[config.mk]
export PLATFORM = sky130hd
export DESIGN_NAME = conv_window_scheduler
export DESIGN_NICKNAME = d
export VERILOG_FILES = /design/src/rtl/conv_pkg.sv /design/src/rtl/conv_tap_counter.sv /design/src/rtl/conv_window_scheduler.sv
export SDC_FILE = /design/constraint.sdc
export NUM_CORES = 1
export LEC_CHECK = 0
export CORE_MARGIN = 2
export CORE_UTILIZATION = 36
export CTS_CLUSTER_DIAMETER = 30
export DETAILED_ROUTE_END_ITERATION = 10
export PLACE_DENSITY = 0.88
export SYNTH_ARGS = -nofsm -noshare
export SYNTH_HDL_FRONTEND = slang
export SYNTH_SLANG_ARGS = --single-unit
[constraint.sdc]
create_clock -name clk -period 9 [get_ports clk]
set_clock_uncertainty 0.15 [all_clocks]
set_input_delay 2.25 -clock clk [delete_from_list [all_inputs] [get_ports clk]]
set_output_delay 2.25 -clock clk [all_outputs]
set_load 0.01 [all_outputs]
[src/rtl/conv_pkg.sv]
// rtl/conv_pkg.sv - shared sizes, FSM states and operand index helpers for the window scheduler
package conv_pkg;
   localparam int DW     = 8;
   localparam int N      = 4;
   localparam int K      = 3;
   localparam int OW     = N - K + 1;
   localparam int NWIN   = OW * OW;
   localparam int NTAP   = K * K;
   localparam int WIN_W  = $clog2(NWIN);
   localparam int TAP_W  = $clog2(NTAP);
   localparam int AIDX_W = $clog2(N * N);
   localparam int BIDX_W = $clog2(NTAP);

   typedef enum logic [2:0] {IDLE, LOAD, SETTLE, FEED, DONE} state_t;

   // Word index into the row-major A matrix for a given window and filter tap.
   function automatic logic [AIDX_W-1:0] a_index(input logic [WIN_W-1:0] win,
                                                  input logic [TAP_W-1:0] tap);
      int w;
      int t;
      w = int'(win);
      t = int'(tap);
      return AIDX_W'(((w / OW) + (t / K)) * N + (w % OW) + (t % K));
   endfunction

   function automatic logic [BIDX_W-1:0] b_index(input logic [TAP_W-1:0] tap);
      int t;
      t = int'(tap);
      return BIDX_W'((t / K) * K + (t % K));
   endfunction
endpackage

[src/rtl/conv_tap_counter.sv]
// rtl/conv_tap_counter.sv - window/tap position counters with first, last and final-pair flags
module conv_tap_counter
   import conv_pkg::*;
(
   input  logic             clk,
   input  logic             rst,
   input  logic             advance,
   input  logic             clear,
   output logic [WIN_W-1:0] win,
   output logic [TAP_W-1:0] tap,
   output logic             first,
   output logic             last,
   output logic             is_final
);
   assign first    = (tap == '0);
   assign last     = (tap == TAP_W'(NTAP - 1));
   assign is_final = last && (win == WIN_W'(NWIN - 1));

   // The final transfer returns both counters to zero so they never wrap mid-pass.
   always_ff @(posedge clk or negedge rst) begin
      if (!rst) begin
         win <= '0;
         tap <= '0;
      end else if (clear || (advance && is_final)) begin
         win <= '0;
         tap <= '0;
      end else if (advance) begin
         if (last) begin
            tap <= '0;
            win <= win + WIN_W'(1);
         end else begin
            tap <= tap + TAP_W'(1);
         end
      end
   end
endmodule

[src/rtl/conv_window_scheduler.sv]
// rtl/conv_window_scheduler.sv - sequences operand memory capture and streams (A, B) pairs per 3x3 window
module conv_window_scheduler
   import conv_pkg::*;
(
   input  logic                  clk,
   input  logic                  rst,
   input  logic                  start,
   input  logic [N*N*DW-1:0]     mat_a,
   input  logic [K*K*DW-1:0]     filt_b,
   output logic                  mem_load,
   output logic                  feed_valid,
   input  logic                  feed_ready,
   output logic [DW-1:0]         feed_a,
   output logic [DW-1:0]         feed_b,
   output logic [WIN_W-1:0]      feed_win,
   output logic                  feed_first,
   output logic                  feed_last,
   output logic                  busy,
   output logic                  done
);
   state_t           state;
   logic [WIN_W-1:0] win;
   logic [TAP_W-1:0] tap;
   logic             first;
   logic             last;
   logic             is_final;
   logic             xfer;
   logic [DW-1:0]    a_words [N*N];
   logic [DW-1:0]    b_words [NTAP];

   assign xfer = feed_valid && feed_ready;

   conv_tap_counter u_cnt (
      .clk      (clk),
      .rst      (rst),
      .advance  (xfer),
      .clear    (state == LOAD),
      .win      (win),
      .tap      (tap),
      .first    (first),
      .last     (last),
      .is_final (is_final)
   );

   always_ff @(posedge clk or negedge rst) begin
      if (!rst) begin
         state      <= IDLE;
         mem_load   <= 1'b0;
         feed_valid <= 1'b0;
         busy       <= 1'b0;
         done       <= 1'b0;
      end else begin
         case (state)
            IDLE: if (start) begin
               state    <= LOAD;
               mem_load <= 1'b1;
               busy     <= 1'b1;
            end
            LOAD: begin
               state    <= SETTLE;
               mem_load <= 1'b0;
            end
            SETTLE: begin
               state      <= FEED;
               feed_valid <= 1'b1;
            end
            FEED: if (xfer && is_final) begin
               state      <= DONE;
               feed_valid <= 1'b0;
               done       <= 1'b1;
            end
            DONE: begin
               state <= IDLE;
               done  <= 1'b0;
               busy  <= 1'b0;
            end
            default: begin
               state      <= IDLE;
               mem_load   <= 1'b0;
               feed_valid <= 1'b0;
               busy       <= 1'b0;
               done       <= 1'b0;
            end
         endcase
      end
   end

   for (genvar i = 0; i < N * N; i++) begin : g_a_words
      assign a_words[i] = mat_a[i*DW +: DW];
   end
   for (genvar i = 0; i < NTAP; i++) begin : g_b_words
      assign b_words[i] = filt_b[i*DW +: DW];
   end

   // feed_valid is registered and only high in FEED, so it doubles as the output gate.
   assign feed_a     = feed_valid ? a_words[a_index(win, tap)] : '0;
   assign feed_b     = feed_valid ? b_words[b_index(tap)]      : '0;
   assign feed_win   = feed_valid ? win   : '0;
   assign feed_first = feed_valid ? first : 1'b0;
   assign feed_last  = feed_valid ? last  : 1'b0;
endmodule

==> flow_summary_export.csv <==
group,metric,value,unit
outcome,status,"finished, final reports clean",
timing,slew_headroom,49.2,%
global_route,grt_max_degree,32,
timing,slew_viol_final,0,
critical_path,crit_path_end_kind,"primary output",
logic_synthesis,netlist_instances,321,
layout,drive_above_1_share,17.1,%
critical_path,cp.arrival,5.98,ns
cts,cts_hold_buffers,0,
detailed_routing,drtIter0Drc,185,
floorplan,die_area,9670,sq um
layout,syn_to_final_growth,74.2,%
logic_synthesis,synth_common_cells,"mux4_2 (48), nand2_1 (39), mux2_2 (25)",
detailed_routing,vias,3530,
worst_hold_path,min_from,"busy",
cts,cts_root_buffer,"clkbuf_8",
critical_path,crit_top_cell,"ha_1",
critical_path,crit_family,"simple AND/OR/NAND/NOR gates",
placement,place.gp.congestion,0.882,
cts,clock_sinks,13,
floorplan,die_h,98.4,um
global_route,track_usage,23.6,%
floorplan,rows,34,
global_route,grt_overflow,0,
timing,rsz0062_at_grt,"false",
detailed_routing,ant_nets,0,
cts,cts_resized,0,
logic_synthesis,syn_avg_cell_area,9.99,sq um
logic_synthesis,synth.area.top_cells,"mux4_2 (34%), dfrtp_1 (10%), mux2_2 (8.8%)",
cts,cts_made_buffers,3,
layout,n_fill_cell,716,
logic_synthesis,synthesis.nets,544,
placement,place.port_buffers,227,
cts,clkTransAtPathRegs,0.06,ns
global_route,grt_pass1_wl,18500,um
layout,num_antenna_cells,0,
logic_synthesis,yosysMostFrequentCell,"mux4_2",
detailed_routing,wire_per_inst,18.4,um
critical_path,cpMaxStageDelayCell,"ha_2",
logic_synthesis,syn_area,3210,sq um
critical_path,worstPathRequired,6.60,ns
flow_run,max-cap-violations,0,
global_route,grt_pass1_vias,3808,
critical_path,path_cells,"nor2_1, ha_1, and2b_1, o21ai_4, xnor2_1, ha_1, or3_1, ha_1, inv_1, ha_2, buf_4, mux4_2, mux2_2, nand2_1, nor3_1, or4_1, clkdlybuf4s50_1",
logic_synthesis,synth_cell_types,48,
floorplan,die_x,98.4,um
critical_path,crit_start,"u_cnt.tap[3]",
detailed_routing,firstDrtPassIters,4,
critical_path,r2r_start,"feed_valid",
logic_synthesis,synth_edf_count,0,
critical_path,crit_fanout,15,
floorplan,start_util,36.9,%
logic_synthesis,synth_flop_cell,"dfrtp_1",
detailed_routing,drc_errors,0,
layout,final_nets,756,
timing,max_freq,119,MHz
cts,cts_tree,"done",
detailed_routing,viasPerCell,5.52,
timing,fin_tns_setup,0,ns
cts,clockBufferDepth,2,
logic_synthesis,yosys_warnings,0,
critical_path,critPathMaxStageDelay,0.62,ns
timing,period_minus_slack,8.38,ns
cts,h-tree-depth,1,
timing,finalCritPeriodShare,93.1,%
logic_synthesis,yosys.area.top_type_share,33.7,%
floorplan,ios,228,
critical_path,crit_type,"register to primary output",
detailed_routing,wirelength,11800,um
logic_synthesis,synthArstFlopShare,100,%
timing,setup_violations,0,
worst_hold_path,min_path_type,"register to register",
critical_path,start_kind,"register",
cts,clock_latency,0.24,ns
global_route,antenna_found_initial,0,
logic_synthesis,yosysTopAreaCell,"mux4_2",
critical_path,crit_buf_inv,3,
logic_synthesis,yosysSeqAreaShare,10.1,%
placement,place_hpwl,10200,um
floorplan,core_region_area,8680,sq um
timing,worstMarginPinSlew,0.759,ns
logic_synthesis,ys_ff_latch,13,
cts,post_cts_buffers,0,
timing,hold_viol,0,
==> logic make-up after synthesis <==
logic type	Yosys count	share of synthesized area [%]
simple gates	122	20.3
mux	82	45.3
buf+inv	44	6.05
compound gates	33	7.38
fa+ha+maj	19	7.88
flops	13	10.1
xor+xnor	8	2.89
==> final timing paths <==
| check | end | slack (ns) | depth (start not counted) |
|---|---|---|---|
| worst max-delay path | feed_a[5] | 0.62 | 17 |
| worst min-delay path | busy | 0.36 | 2 |
| worst max register to register | state[1] | 7.00 | 6 |
| worst min register to register | busy | 0.36 | 2 |
| max in group asynchronous | state[0] | 6.09 | 1 |
| min in group asynchronous | u_cnt.tap[0] | 2.23 | 1 |
==> per-stage QoR <==
| step | util (%) | hold slack [ns] | cell area, sq um | instances | setup slack, ns |
|---|---|---|---|---|---|
| after floorplan | - | 0.345 | 3210 | 321 | 1.32 |
| after global placement | 63.8 | 0.335 | 5540 | 636 | 1.11 |
| after detailed placement | 63.8 | 0.360 | 5540 | 636 | 0.859 |
| after CTS | 64.3 | 0.373 | 5580 | 640 | 0.613 |
| after global routing | 64.3 | 0.406 | 5580 | 640 | 0.279 |
| final | 64.3 | 0.360 | 5580 | 640 | 0.622 |
==> registers in the layout, indices dropped and copies added, names as in the netlist <==
register	count
state	3
busy	1
u_cnt.win	2
done	1
u_cnt.tap	4
feed_valid	1
mem_load	1
==> worst min-delay path: cells and delay by family, from the launching register on <==
family             cells  cell delay (ns)
DFF                    1             0.35
AOI/OAI and AO/OA      1             0.04
and+or+nand+nor        1             0.08
==> placed cells by master, fill, tap and decap left out, types with 2 or more instances in the layout <==
cell / synthesis / final
a21o_1: 2 / 2
and2b_1: 3 / 3
nor3b_1: 16 / 16
mux4_2: 48 / 48
and2_1: 6 / 6
a21oi_1: 11 / 11
xnor2_1: 2 / 2
clkbuf_8: 0 / 3
fa_1: 2 / 2
mux2_2: 25 / 25
dfrtp_1: 13 / 13
nor3_1: 20 / 20
nand2_1: 39 / 39
buf_4: 3 / 7
ha_1: 17 / 16
o21ai_0: 4 / 4
mux2i_1: 9 / 9
a211oi_1: 2 / 2
and3_1: 2 / 2
nand3_1: 5 / 5
or4_1: 7 / 7
o31ai_1: 3 / 3
xor2_1: 4 / 4
a31oi_1: 2 / 2
nor2_1: 15 / 15
clkdlybuf4s50_1: 0 / 227
or3_1: 2 / 2
inv_1: 17 / 17
==> final cells by class <==
cell class                 instances  area (sq um)  share of cell area [%]
multi-input combinational        264          2690                    48.2
timing repair buffer             234          2320                    41.6
sequential                        13           325                    5.83
tap                              108           135                    2.42
inverter                          17          63.8                    1.14
clock buffer                       4          45.0                   0.807
==> metal layers <==
layer	GRT usage [%]	vias up	part of all wire, %
met4	8.54	0	3.1
li1	-	1663	-
met1	25.4	1662	35
met5	0	-	0
met3	6.01	32	8.5
met2	44.3	173	54
Power is left out: the tool's default activity adds up to more than one toggle a clock period on the data nets, which glitch-free logic cannot reach.
